[config.mk]
export PLATFORM = sky130hd
export DESIGN_NAME = bits32demux1to2_buf
export DESIGN_NICKNAME = d
export VERILOG_FILES = /design/src/rtl/bits32demux1to2_buf.sv
export SDC_FILE = /design/constraint.sdc
export NUM_CORES = 1
export LEC_CHECK = 0
export ABC_CLOCK_PERIOD_IN_PS = 1900
export BUFFER_PORTS_ARGS = -buffer_cell sky130_fd_sc_hd__buf_2
export CORE_MARGIN = 3
export CORE_UTILIZATION = 50
export CTS_BUF_LIST = sky130_fd_sc_hd__clkbuf_8
export CTS_CLUSTER_SIZE = 30
export DETAILED_ROUTE_END_ITERATION = 8
export PLACE_DENSITY_LB_ADDON = 0.15
export REMOVE_ABC_BUFFERS = 1
export SETUP_SLACK_MARGIN = 0.2
export SLEW_MARGIN = 15
export SYNTH_ARGS = -nofsm -noshare
export SYNTH_HDL_FRONTEND = slang
export SYNTH_SLANG_ARGS = --single-unit
export TNS_END_PERCENT = 10
[constraint.sdc]
create_clock -name clk -period 1.9 [get_ports clk]
set_input_delay 0.19 -clock clk [delete_from_list [all_inputs] [get_ports clk]]
set_output_delay 0.19 -clock clk [all_outputs]
set_load 0.1 [all_outputs]
[src/rtl/bits32demux1to2_buf.sv]
`default_nettype none
// +--------------------------------------------------------------------------+
// | Module      : bits32demux1to2_buf                                        |
// | Description : Buffered 32-bit 1-to-2 demultiplexer. One producer stream  |
// |               (valid/ready) is steered by Select into one of two         |
// |               independent circular FIFOs, each draining to its own       |
// |               consumer over a separate valid/ready handshake.            |
// | Revision    : 1.0 - initial release                                      |
// +--------------------------------------------------------------------------+
// | Ports                                                                    |
// |   clk        in   1   rising-edge clock                                  |
// |   resetn     in   1   asynchronous active-low reset                      |
// |   Input      in   32  producer data word                                 |
// |   Select     in   1   destination channel of Input (0 / 1)               |
// |   InValid    in   1   producer presents a word                           |
// |   InReady    out  1   word is accepted this cycle                        |
// |   Out0/Out1  out  32  head word of channel 0 / 1                         |
// |   Out0Valid/Out1Valid   out 1  channel FIFO not empty                    |
// |   Out0Ready/Out1Ready   in  1  consumer takes the head word              |
// |   Count0/Count1         out CW occupancy of channel 0 / 1                |
// +--------------------------------------------------------------------------+
module bits32demux1to2_buf #(
  parameter int DEPTH = 2,
  parameter int CW    = $clog2(DEPTH) + 1
) (
  input  logic          clk,
  input  logic          resetn,
  input  logic [31:0]   Input,
  input  logic          Select,
  input  logic          InValid,
  output logic          InReady,
  output logic [31:0]   Out0,
  output logic          Out0Valid,
  input  logic          Out0Ready,
  output logic [31:0]   Out1,
  output logic          Out1Valid,
  input  logic          Out1Ready,
  output logic [CW-1:0] Count0,
  output logic [CW-1:0] Count1
);

  localparam int            AW     = $clog2(DEPTH);
  localparam logic [CW-1:0] C_FULL = CW'(DEPTH);

  logic [1:0]    w_full;
  logic [1:0]    w_push;
  logic [1:0]    w_pop;
  logic [1:0]    w_rdy;
  logic [31:0]   w_head [2];
  logic [CW-1:0] w_cnt  [2];

  assign w_rdy = {Out1Ready, Out0Ready};

  // Acceptance looks only at the selected channel's registered fullness, so a
  // full channel refuses a push even while it is popping (no bypass path).
  assign InReady = Select ? ~w_full[1] : ~w_full[0];

  generate
    for (genvar g = 0; g < 2; g++) begin : g_ch
      localparam logic C_SEL = (g != 0);

      logic [31:0]   mem_q [DEPTH];
      logic [AW-1:0] wr_ptr_q;
      logic [AW-1:0] wr_ptr_d;
      logic [AW-1:0] rd_ptr_q;
      logic [AW-1:0] rd_ptr_d;
      logic [CW-1:0] cnt_q;
      logic [CW-1:0] cnt_d;

      assign w_full[g] = (cnt_q == C_FULL);
      assign w_push[g] = InValid && InReady && (Select == C_SEL);
      assign w_pop[g]  = (cnt_q != '0) && w_rdy[g];

      // Pointers are log2(DEPTH) bits wide, so a plain increment wraps
      // modulo DEPTH.
      always_comb begin
        wr_ptr_d = wr_ptr_q;
        rd_ptr_d = rd_ptr_q;
        cnt_d    = cnt_q;
        if (w_push[g]) begin
          wr_ptr_d = wr_ptr_q + AW'(1);
        end
        if (w_pop[g]) begin
          rd_ptr_d = rd_ptr_q + AW'(1);
        end
        case ({w_push[g], w_pop[g]})
          2'b10:   cnt_d = cnt_q + CW'(1);
          2'b01:   cnt_d = cnt_q - CW'(1);
          default: cnt_d = cnt_q;
        endcase
      end

      always_ff @(posedge clk or negedge resetn) begin
        if (!resetn) begin
          wr_ptr_q <= '0;
          rd_ptr_q <= '0;
          cnt_q    <= '0;
          for (int i = 0; i < DEPTH; i++) begin
            mem_q[i] <= '0;
          end
        end else begin
          wr_ptr_q <= wr_ptr_d;
          rd_ptr_q <= rd_ptr_d;
          cnt_q    <= cnt_d;
          if (w_push[g]) begin
            mem_q[wr_ptr_q] <= Input;
          end
        end
      end

      assign w_head[g] = mem_q[rd_ptr_q];
      assign w_cnt[g]  = cnt_q;
    end
  endgenerate

  assign Out0      = w_head[0];
  assign Out1      = w_head[1];
  assign Count0    = w_cnt[0];
  assign Count1    = w_cnt[1];
  assign Out0Valid = (w_cnt[0] != '0);
  assign Out1Valid = (w_cnt[1] != '0);

endmodule
`default_nettype wire

==> summary.md, run 1 <==
The root buffer cell chosen for the clock tree is sky130_fd_sc_hd__clkbuf_8. Clock-pin slew was measured on the worst setup and hold paths at 0.08 ns. The signed area change from the synthesized netlist to the final layout is 37.7%. For this run, the top clock speed supported by timing is 549 MHz.

Maximum clock skew at final layout: 0.0128 ns. Among all flip-flop cells after synthesis, the most frequent one is sky130_fd_sc_hd__dfrtp_1. The number of buffers on the longest clock path was 2. Largest stage delay on the critical path: 0.42 ns. Using the TritonRoute via totals, the vias-per-cell ratio works out to 5.30.

CTS saw 136 sinks. CTS built an H-tree with a depth of 4. The number of buffers and inverters on the critical path is 3. In this run the tool buffered the top-level ports with 108 buffer cells. The worst-case headroom to the max-slew limit was 0.676. Before antenna repair, the detailed router went through 6 iterations. Detailed router's first-iteration violation count: 114. After synthesis, the mean cell area works out to 15.8 um^2.

The antenna diode instance count was 0; the half-perimeter wire length of the detailed placement result was 8250 um. Across all setup checks in the final design, the least slack found is 0.0799 ns. Along the worst path, the maximum fanout reaches 6. The initial standard-cell utilization of the core came out at 0.520. Data on the critical path is required at its endpoint by 1.71 ns. The tools report the via count of the first global-routing pass as 3950.

The first-pass GRT wire length was 20500 um; the depth of the critical timing path with buffers and inverters included was 4. Leaving out filler cells and counting taps, the final layout contains 662. In the final timing run, aggregate negative setup slack is 0 ns. The tools report the number of fill cells as 759. The worst-case setup slack after placement was 0.146 ns.

The total number of placement rows was 39. For the number of max-cap violations, the log shows 0. Among all stages on the critical path, the largest delay is contributed by sky130_fd_sc_hd__dfrtp_2. The worst setup path is launched from a register. The run gives 109 as the number of top-level pins. Counting flops with a built-in enable in the synthesized netlist gives 0. The vertical die dimension is 116 um, and the via count of the routed design is 3510.

In this run the remaining antenna-violating nets after routing total 0. The library cell used most frequently in the layout, excluding fill and tap cells, is sky130_fd_sc_hd__mux2_2. Counting instances, the worst hold path has a depth of 2. The per-cell routed wire length was 19.1 um; the slew at the pin closest to its max-slew limit was 0.489 ns.

The number of buffers created by CTS was 17; the max-slew violation total from the final report was 0. In this run, distinct cell masters in the synthesized netlist total 21. In the layout the commonest cells are sky130_fd_sc_hd__mux2_2, sky130_fd_sc_hd__dfrtp_1, sky130_fd_sc_hd__buf_12. The run finished with clean final reports. The share of the cycle needed by the critical path after routing was 0.958; the post-synthesis async set-or-reset flop share was 1.00. The worst setup path is captured at an output pin.

Setup repair after global routing could not meet its margin everywhere. For this run the aggregate overflow at the end of global routing stands at 0. Counting I/O delays and the setup requirement, the final critical path takes 1.82 ns.

The DRC violation count after routing is 0. Data on the critical path arrives at its endpoint at 1.63 ns. The sequential element share of the synthesized area is 0.564, and the number of flip-flops and latches in the synthesized netlist is 136.

Final weighted congestion in routability-driven placement: 0.778. Synthesis produced 381 cells. The final layout contains routed wiring with a total length of 12600 um.

The tools report the largest net degree at the start of global routing as 63. TritonCTS built the clock tree. Worst hold-check path type: in2reg. The number of antenna violations at the first check in global routing was 0; the total of warnings raised by yosys was 0. The family with the most delay on the worst path is buffers and inverters. For the cell area after synthesis, the log shows 6030 um^2. The final layout contains 546 nets. The run gives 0.0281 ns as the worst hold-check slack.

The tools report the core region area as 11600 um^2. Traced cell by cell, the critical path runs through buf_6 > buf_12 > mux2_4 > buf_12. The clock reaches the later pin of the worst-skew pair after 0.43 ns. The worst register-to-register path has a depth of 4.

The total routing resource utilization after global routing came out at 0.200. By startpoint and endpoint, the worst setup path is classified as reg2out. Critical path's most frequent cell: sky130_fd_sc_hd__buf_12.

The hold violation total from the final report was 0; the width of the chip was 116 um. Setup violations remaining at the end of the flow were counted as 0. Once placement completed, the tool counted placed cells totaling 623. The die covers 13400 um^2. The fraction of final layout cells with drive strength greater than 1 works out to 0.671.
-- final cells by class --
type                    instances  area (um^2)  area share
flip-flops and latches        136         3410       0.410
multi-input cells             224         2550       0.307
repair buffers                127         1800       0.216
clock buffers                  21          289      0.0348
well taps                     143          179      0.0215
clock inverters                11         82.6     0.00994
-- kinds of logic (layout without fill, tap and decap cells) --
kind of cell / count (synthesis) / after routing / synth area share
muxes: 192 / 192 / 0.377
DFF: 136 / 136 / 0.564
buffers and inverters: 21 / 159 / 0.0199
and+or+nand+nor: 19 / 19 / 0.0195
xor gates and xnor gates: 10 / 10 / 0.0145
adders and majority gates: 2 / 2 / 0.00415
AOI/OAI and AO/OA: 1 / 1 / 0.000829
-- flip-flops by register name (all words and copies together) (netlist names) --
name           count
g_ch.wr_ptr_q      2
g_ch.rd_ptr_q      2
g_ch.mem_q       128
Count0             2
Count1             2
-- cells in the mapped netlist, types with 3 or more instances --
master	n	area (um^2)
sky130_fd_sc_hd__mux2_4	30	450
sky130_fd_sc_hd__buf_2	9	45.0
sky130_fd_sc_hd__xor2_1	4	35.0
sky130_fd_sc_hd__nor2_1	3	11.3
sky130_fd_sc_hd__mux2_2	157	1770
sky130_fd_sc_hd__xnor2_1	6	52.6
sky130_fd_sc_hd__clkbuf_1	8	30.0
sky130_fd_sc_hd__dfrtp_1	136	3400
sky130_fd_sc_hd__mux2_1	5	56.3
sky130_fd_sc_hd__nand2b_1	4	25.0
sky130_fd_sc_hd__buf_6	4	45.0
-- path summary, 6_finish.rpt --
kind / start / end / slack (ns)
worst max-delay path: g_ch[1].rd_ptr_q$_DFFE_PN0P_ / Out1[29] / 0.08
worst min-delay path: Input[5] / g_ch[0].mem_q[37]$_DFFE_PN0P_ / 0.03
worst max register to register: Count0[0]$_DFFE_PN0P_ / g_ch[0].mem_q[6]$_DFFE_PN0P_ / 0.14
worst min register to register: g_ch[0].mem_q[55]$_DFFE_PN0P_ / g_ch[0].mem_q[55]$_DFFE_PN0P_ / 0.49
max in group asynchronous: resetn / g_ch[0].mem_q[8]$_DFFE_PN0P_ / 1.08
min in group asynchronous: resetn / g_ch[1].mem_q[24]$_DFFE_PN0P_ / 0.15
-- per-layer routing --
layer,vias to the layer above,track usage,wire length (um)
li1,1606,-,-
met1,1819,0.254,5420
met2,74,0.336,6520
met3,11,0.0512,524
met4,0,0.0696,160
met5,-,0,0
-- worst reg2reg max path: stages, from the launching register on --
cell and delay, ns:
sky130_fd_sc_hd__dfrtp_1 0.45, sky130_fd_sc_hd__nor2b_1 0.13, sky130_fd_sc_hd__or3b_2 0.52, sky130_fd_sc_hd__buf_12 0.22
sky130_fd_sc_hd__mux2_4 0.34
-- what timing repair did --
action,4_1_cts,5_1_grt
hold buffers,1,0
endpoints found under the hold margin,136,0
gates cloned,0,2
resized for setup,3,9
buffers inserted,1,3
setup endpoints to repair,99,101
-- metrics by stage --
step,utilization,instance area [um^2]
final,0.715,8310
after detailed placement,0.671,7790
after floorplan,-,5910
after global routing,0.715,8310
after global placement,0.671,7790
after CTS,0.706,8200
Power of run 1 is left out: the tool's default activity adds up to more than one toggle a clock period on the data nets, which glitch-free logic cannot reach.
==> run 2: changes to the inputs <==
--- a/config.mk
+++ b/config.mk
@@ -5,8 +5,10 @@
 export SDC_FILE = /design/constraint.sdc
 export NUM_CORES = 1
 export LEC_CHECK = 0
+export ABC_AREA = 1
 export ABC_CLOCK_PERIOD_IN_PS = 1900
 export BUFFER_PORTS_ARGS = -buffer_cell sky130_fd_sc_hd__buf_2
+export CORE_ASPECT_RATIO = 0.5
 export CORE_MARGIN = 3
 export CORE_UTILIZATION = 50
 export CTS_BUF_LIST = sky130_fd_sc_hd__clkbuf_8
==> run 2 against run 1 <==
Net effect:
- sequential cell count unchanged
- clock skew increased by 0.0015 ns
- design area up 13%
- maximum frequency down 5.1%
- die area rose by 7.2%
- synthesized area up 7.0%
- via count up 67%
- critical endpoint is now Out1[1]
- clock-buffer cell count fell by 4
- final cell count is 68% higher
- routed wire length is 49% higher
- setup slack lost 0.098 ns
- the run now ends with setup timing left
- utilization rose by 5.3 points
==> summary.md, run 2 <==
The flow ran to the end, but the final reports show violations. The checks that failed: setup timing. Most used cells in the layout excluding fill and tap cells: sky130_fd_sc_hd__nand2_1, sky130_fd_sc_hd__dfrtp_1, sky130_fd_sc_hd__inv_1 (was sky130_fd_sc_hd__mux2_2, sky130_fd_sc_hd__dfrtp_1, sky130_fd_sc_hd__buf_12). Instance count after placement with tap cells included: 1041 (was 623). TritonCTS built the clock tree. The tools report the number of H-tree levels as 4 (unchanged). For the final-report setup violation count, the log shows 1 (was 0).

The biggest fanout along the worst timing path was 4 (was 6); the antenna diode instance count was 0 (unchanged). The logs give 49 (was 63) for the largest net degree at the start of global routing and 0.262 (was 0.200) for the total routing resource utilization after global routing. The logs give 0 (unchanged) for the remaining antenna violation count after routing and 136 (unchanged) for the sink count of the clock tree. The most frequent standard cell in the layout excluding fill and tap cells was sky130_fd_sc_hd__nand2_1 (was sky130_fd_sc_hd__mux2_2). The detailed router's first-iteration violation count was 511 (was 114).

The primary flip-flop cell chosen by synthesis mapping is sky130_fd_sc_hd__dfrtp_1 (unchanged). The per-cell routed wire length came out at 17.0 um (was 19.1 um). The post-synthesis async set-or-reset flop share is 1.00 (unchanged), and the clock-pin slew of the registers on the worst-case setup and hold paths is 0.08 ns (about the same). The most flop-heavy register is g_ch.mem_q (unchanged). The tools report the DRC violation count after routing as 0 (unchanged).

The run gives 14400 um^2 (was 13400 um^2) as the area of the die. The post-layout utilization of the core is 0.768 (was 0.715). Signed area change from the synthesized netlist to the final layout: 45.1% (was 37.7%). Setup repair after global routing could not meet its margin everywhere. The tools report the number of buffers on the longest clock path as 2 (unchanged). The max-slew violation total from the final report came out at 0 (unchanged). The category of the worst setup path launch point was a register (unchanged). The cell area after synthesis was 6450 um^2 (was 6030 um^2); the width of the chip was 167 um (was 116 um). The tools report the number of max-cap violations as 0 (unchanged). The number of antenna violations at the first check in global routing was 0 (unchanged). The run gives 5 (was 6) as the first-pass detailed-route iteration total.

Top post-synthesis cells by area: sky130_fd_sc_hd__dfrtp_1, sky130_fd_sc_hd__nand2_1, sky130_fd_sc_hd__o21ai_0 (was sky130_fd_sc_hd__dfrtp_1, sky130_fd_sc_hd__mux2_2, sky130_fd_sc_hd__mux2_4). The clock latency of the later-clocked register in the worst-skew pair is 0.44 ns (was 0.43 ns), and the net total in the final layout is 971 (was 546). The logs give 1.71 ns (about the same) for the data required time of the critical path and 23 (was 21) for the distinct cell type count after synthesis. The tools report the CTS root buffer as sky130_fd_sc_hd__clkbuf_8 (unchanged). Worst-case headroom to the max-slew limit: 0.397 (was 0.676).

Area taken by multi-input logic gates: 2900 um^2 (was 2550 um^2). The most frequent cell after synthesis was sky130_fd_sc_hd__nand2_1 (was sky130_fd_sc_hd__mux2_2). The type of the setup path with the least slack was reg2out (unchanged). The fraction of final layout cells with drive strength greater than 1 was 0.269 (was 0.671). The area share of the largest cell type after synthesis was 0.527 (was 0.564).

The highest clock rate was 521 MHz (was 549 MHz). The run gives -0.0183 ns (was 0 ns) as the total negative setup slack. The via density per instance was 5.28 (was 5.30); the number of top-level pins was 109 (unchanged). The share of the cycle needed by the critical path after routing is 1.01 (was 0.958).

The vertical die dimension works out to 86.3 um (was 116 um). The final weighted congestion in routability-driven placement is 0.746 (was 0.778), and the total detailed-routing wirelength is 18800 um (was 12600 um). The hold violation total from the final report is 0 (unchanged), and the number of enable-type register cells in the synthesized netlist is 0 (unchanged). For the synthesized netlist cell count, the log shows 798 (was 381).

Worst hold-check path type: in2reg (unchanged). The element type at the critical path end is an output pin (unchanged). The smallest setup slack after layout is -0.0183 ns (was 0.0799 ns), and the initial standard-cell utilization of the core is 0.529 (was 0.520).

The total of warnings raised by yosys was 0 (unchanged); the half-perimeter wire length of the detailed placement result was 10100 um (was 8250 um). The worst hold-check slack was 0.0129 ns (was 0.0281 ns); the number of fill cells was 803 (was 759). The run gives 5861 (was 3510) as the via count of the routed design.

The logs give 30200 um (was 20500 um) for the first-pass GRT wire length and 0 (unchanged) for the overall overflow remaining after global route. The number of flip-flops in the largest register is 128 (unchanged), and the sequential element share of the synthesized area is 0.527 (was 0.564). The tools report the area taken by flip-flops and latches as 3410 um^2 (about the same). The synthesized area divided by synthesized cell count was 8.09 um^2 (was 15.8 um^2); the post-route non-filler standard cell count was 1109 (was 662). The number of flip-flops and latches in the synthesized netlist was 136 (unchanged); the number of buffers created by CTS was 17 (unchanged).

Largest area contributor in the synthesized netlist: sky130_fd_sc_hd__dfrtp_1 (unchanged). The maximum clock skew at final layout was 0.0143 ns (was 0.0128 ns). The run gives 1.73 ns (was 1.63 ns) as the data arrival time of the worst path. The via count of the first global-routing pass came out at 5972 (was 3950).

Slew at the pin closest to its max-slew limit: 0.902 ns (was 0.489 ns). The number of port buffers works out to 108 (unchanged). The core region area is 12200 um^2 (was 11600 um^2), and the total number of placement rows is 28 (was 39). Leading post-synthesis cells by instance count: sky130_fd_sc_hd__nand2_1, sky130_fd_sc_hd__dfrtp_1, sky130_fd_sc_hd__o21ai_0 (was sky130_fd_sc_hd__mux2_2, sky130_fd_sc_hd__dfrtp_1, sky130_fd_sc_hd__mux2_4). The clock period minus worst slack was 1.92 ns (was 1.82 ns).
[run 2: what timing repair did]
action	CTS	global route
cloned	2	1
setup endpoints to repair	127	132
setup buffers	14	0
hold buffers	15	4
pin swaps	17	70
gates resized for setup	181	120
hold endpoints to repair	78	5
[run 2: final cells by class]
class / count / share of cell area
sequential: 136 / 0.364
timing repair buffer: 162 / 0.213
inverter: 105 / 0.0421
clock buffer: 17 / 0.0250
multi-input combinational: 509 / 0.310
tap: 165 / 0.0220
clock inverter: 15 / 0.0239
[run 2: kinds of logic after synthesis]
family | Yosys count | synth area share
AND/OR/NAND/NOR | 300 | 0.180
AO/OA/AOI/OAI | 198 | 0.179
buffers and inverters | 154 | 0.0989
flip-flops | 136 | 0.527
XOR/XNOR | 8 | 0.0109
adder cells (fa/ha/maj) | 2 | 0.00388
[run 2: per-stage QoR]
stage	setup slack (ns)	instance area [um^2]
6_report	-0.0183	9370
5_1_grt	-0.0783	9370
4_1_cts	0.0341	8950
3_5_place_dp	0.147	7590
3_3_place_gp	0.204	7590
2_1_floorplan	-1.71	6210
[run 2: worst paths after layout]
check / startpoint / endpoint / slack (ns) / cells after the start
setup / recovery: g_ch[1].rd_ptr_q$_DFFE_PN0P_ / Out1[1] / -0.02 / 4
setup reg to reg: Count0[1]$_DFFE_PN0P_ / Count0[1]$_DFFE_PN0P_ / 0.12 / 6
hold reg to reg: g_ch[1].mem_q[6]$_DFFE_PN0P_ / g_ch[1].mem_q[6]$_DFFE_PN0P_ / 0.53 / 2
hold / removal: Input[11] / g_ch[0].mem_q[43]$_DFFE_PN0P_ / 0.01 / 3
max in group asynchronous: resetn / g_ch[0].mem_q[25]$_DFFE_PN0P_ / 0.99 / 3
min in group asynchronous: resetn / g_ch[0].mem_q[18]$_DFFE_PN0P_ / 0.26 / 2
[run 2: worst max-delay path, cell delays in order, from the launching register on]
cell	delay [ns]
sky130_fd_sc_hd__dfrtp_4	0.52
sky130_fd_sc_hd__buf_12	0.16
sky130_fd_sc_hd__buf_12	0.13
sky130_fd_sc_hd__o21ai_1	0.21
sky130_fd_sc_hd__buf_6	0.26
[run 2: metal layers]
| layer | vias to the layer above | global-route usage | wire (um) | part of all wire |
|---|---|---|---|---|
| li1 | 2743 | - | - | - |
| met1 | 2874 | 0.356 | 8270 | 0.44 |
| met3 | 24 | 0.0556 | 1230 | 0.065 |
| met4 | 0 | 0.0614 | 182 | 0.0097 |
| met5 | - | 0 | 0 | 0 |
| met2 | 220 | 0.441 | 9120 | 0.48 |
Power of run 2 is left out for the same reason.
==> run 3: changes to the inputs <==
--- a/config.mk
+++ b/config.mk
@@ -10,7 +10,7 @@
 export BUFFER_PORTS_ARGS = -buffer_cell sky130_fd_sc_hd__buf_2
 export CORE_ASPECT_RATIO = 0.5
 export CORE_MARGIN = 3
-export CORE_UTILIZATION = 50
+export CORE_UTILIZATION = 58
 export CTS_BUF_LIST = sky130_fd_sc_hd__clkbuf_8
 export CTS_CLUSTER_SIZE = 30
 export DETAILED_ROUTE_END_ITERATION = 8
==> run 3 against run 2 <==
Net effect:
- the run now ends clean
- clock skew about the same
- maximum frequency up 7.7%
- critical path depth increased by 1
- clock-buffer cell count rose by 2
- sequential cell count unchanged
- die area down 13%
- register-to-register slack hardly changed
- sequential share of layout area grew 3.0 points
- global-route usage rose by 1.3 points
- design area shrank 7.7%
- setup slack gained 0.14 ns
- largest cell class unchanged
- non-clock buffer count shrank 9
==> summary.md, run 3 (synthesis gave the netlist of run 2 again) <==
The run finished with clean final reports. The total detailed-routing wirelength was 16300 um (was 18800 um); the half-perimeter wire length of the detailed placement result was 9860 um (was 10100 um). The antenna diode instance count was 0 (unchanged).

The tools report the via count of the routed design as 5599 (was 5861). The sink count of the clock tree was 136 (unchanged); the data required time of the critical path was 2.27 ns (was 1.71 ns). The number of buffers on the longest clock path is 2 (unchanged), and the first-pass GRT wire length is 27100 um (was 30200 um). The share of the cycle needed by the critical path after routing was 0.937 (was 1.01); the final-report setup violation count was 0 (was 1).

The tools report the CTS root buffer as sky130_fd_sc_hd__clkbuf_8 (unchanged). The number of flip-flops in the largest register was 128 (unchanged); the clock latency of the later-clocked register in the worst-skew pair was 0.44 ns (about the same). The logs give 0 (unchanged) for the number of max-cap violations and 0 (unchanged) for the number of antenna violations at the first check in global routing. The run gives 0 (unchanged) as the hold violation total from the final report. Most frequent standard cell in the layout excluding fill and tap cells: sky130_fd_sc_hd__nand2_1 (unchanged). The per-cell routed wire length was 15.2 um (was 17.0 um).

The DRC violation count after routing is 0 (unchanged). The final weighted congestion in routability-driven placement came out at 0.796 (was 0.746). The category of the worst setup path launch point is a register (unchanged).

The worst reg2reg path endpoint is g_ch[0].mem_q[46]$_DFFE_PN0P_ (was Count0[1]$_DFFE_PN0P_). The core region area is 10500 um^2 (was 12200 um^2). The width of the chip came out at 155 um (was 167 um).

The fraction of final layout cells with drive strength greater than 1 is 0.197 (was 0.269). The highest clock rate was 562 MHz (was 521 MHz); the net total in the final layout was 961 (was 971). The startpoint of the most critical setup path was Count0[1]$_DFFE_PN0P_ (was g_ch[1].rd_ptr_q$_DFFE_PN0P_).

The via count of the first global-routing pass was 5582 (was 5972); the vertical die dimension was 80.6 um (was 86.3 um). For the data arrival time of the worst path, the log shows 2.15 ns (was 1.73 ns). The biggest fanout along the worst timing path is 32 (was 4), and the number of buffers created by CTS is 17 (unchanged).

The largest net degree at the start of global routing is 57 (was 49). The worst setup path endpoint was g_ch[0].mem_q[46]$_DFFE_PN0P_ (was Out1[1]). Worst hold-check path type: in2reg (unchanged).

The run gives 0.403 (was 0.397) as the worst-case headroom to the max-slew limit. Startpoint of the most critical register-to-register path: Count0[1]$_DFFE_PN0P_ (unchanged). The signed area change from the synthesized netlist to the final layout was 33.9% (was 45.1%).

The overall overflow remaining after global route is 0 (unchanged), and the worst reg2reg path depth is 5 (was 6). TritonCTS built the clock tree. For the first-pass detailed-route iteration total, the log shows 5 (unchanged). The tools report the remaining antenna violation count after routing as 0 (unchanged).

Number of H-tree levels: 4 (unchanged). The post-CTS setup-driven buffer insertion count was 0 (was 14). The most flop-heavy register was g_ch.mem_q (unchanged).

The clock-pin slew of the registers on the worst-case setup and hold paths was 0.08 ns (about the same). Setup repair after global routing could not meet its margin everywhere. Type of the setup path with the least slack: reg2reg (was reg2out). For the total routing resource utilization after global routing, the log shows 0.275 (was 0.262). The number of top-level pins is 109 (unchanged), and the minimum setup slack among reg-to-reg paths is 0.12 ns (about the same).

The area of the die is 12500 um^2 (was 14400 um^2), and the total number of placement rows is 26 (was 28). Element type at the critical path end: a register (was an output pin). Maximum clock skew at final layout: 0.0148 ns (was 0.0143 ns).

The via density per instance was 5.21 (was 5.28). The logs give 0.614 (was 0.529) for the initial standard-cell utilization of the core and 0 (unchanged) for the max-slew violation total from the final report. Most used cells in the layout excluding fill and tap cells: sky130_fd_sc_hd__nand2_1, sky130_fd_sc_hd__dfrtp_1, sky130_fd_sc_hd__inv_1 (unchanged). Clock period minus worst slack: 1.78 ns (was 1.92 ns). The worst hold-check slack is 0.0207 ns (was 0.0129 ns), and the slew at the pin closest to its max-slew limit is 0.894 ns (was 0.902 ns).

The number of port buffers came out at 108 (unchanged). The run gives 358 (was 511) as the detailed router's first-iteration violation count.
[run 3: cell count changes in the layout (fill, tap and decap cells not counted), sizes merged, moves of 2 or more]
cell,delta
dlygate4sd3,+7
buf,-4
clkbuf,-10
bufinv,-2
[run 3: metrics by stage]
step	cells	setup slack, ns	instance area, um^2	util	TNS (ns)
after global routing	1074	0.0446	8640	0.822	0
after detailed placement	1016	0.160	7680	0.731	0
final	1074	0.119	8640	0.822	0
after global placement	1016	0.214	7680	0.731	0
after CTS	1072	0.135	8620	0.820	0
after floorplan	749	-1.71	6210	-	-227.03
[run 3: metal layers]
metal	up-vias	track usage	wire, um
li1	2726	-	-
met1	2647	0.365	7250
met3	27	0.0673	1120
met5	-	0	0
met2	199	0.451	7730
met4	0	0.0882	243
[run 3: final cells by class]
class	count	area [um^2]
Tap cell	140	175
Timing Repair Buffer	153	1750
Clock buffer	19	262
Sequential cell	136	3410
Inverter	105	394
Fill cell	652	1870
Clock inverter	13	169
Multi-Input combinational cell	508	2490
[run 3: timing repair]
| item | in CTS | in global routing |
|---|---|---|
| endpoints found under the setup margin | 86 | 132 |
| hold buffers | 24 | 2 |
| endpoints found under the hold margin | 103 | 2 |
| gates resized for setup | 142 | 3 |
[run 3: worst min path at each step]
stage	start	to	slack (ns)	cells after the start
floorplan	resetn	Count0[0]$_DFFE_PN0P_	-0.11	0
CTS	Input[5]	g_ch[0].mem_q[37]$_DFFE_PN0P_	0.00003	3
finish	Input[2]	g_ch[1].mem_q[2]$_DFFE_PN0P_	0.02	3
detailed placement	resetn	g_ch[0].mem_q[35]$_DFFE_PN0P_	0.10	1
global placement	resetn	g_ch[0].mem_q[35]$_DFFE_PN0P_	0.10	1
global route	Input[22]	g_ch[1].mem_q[22]$_DFFE_PN0P_	0.003	3
[run 3: critical path, cell delays in order (launching register included)]
cell and delay (ns):
sky130_fd_sc_hd__dfrtp_1 0.41, sky130_fd_sc_hd__inv_1 0.17, sky130_fd_sc_hd__o211ai_4 0.16, sky130_fd_sc_hd__nor2_4 0.71, sky130_fd_sc_hd__nand2_1 0.16, sky130_fd_sc_hd__nand2_1 0.11
Power of run 3 is left out for the same reason.
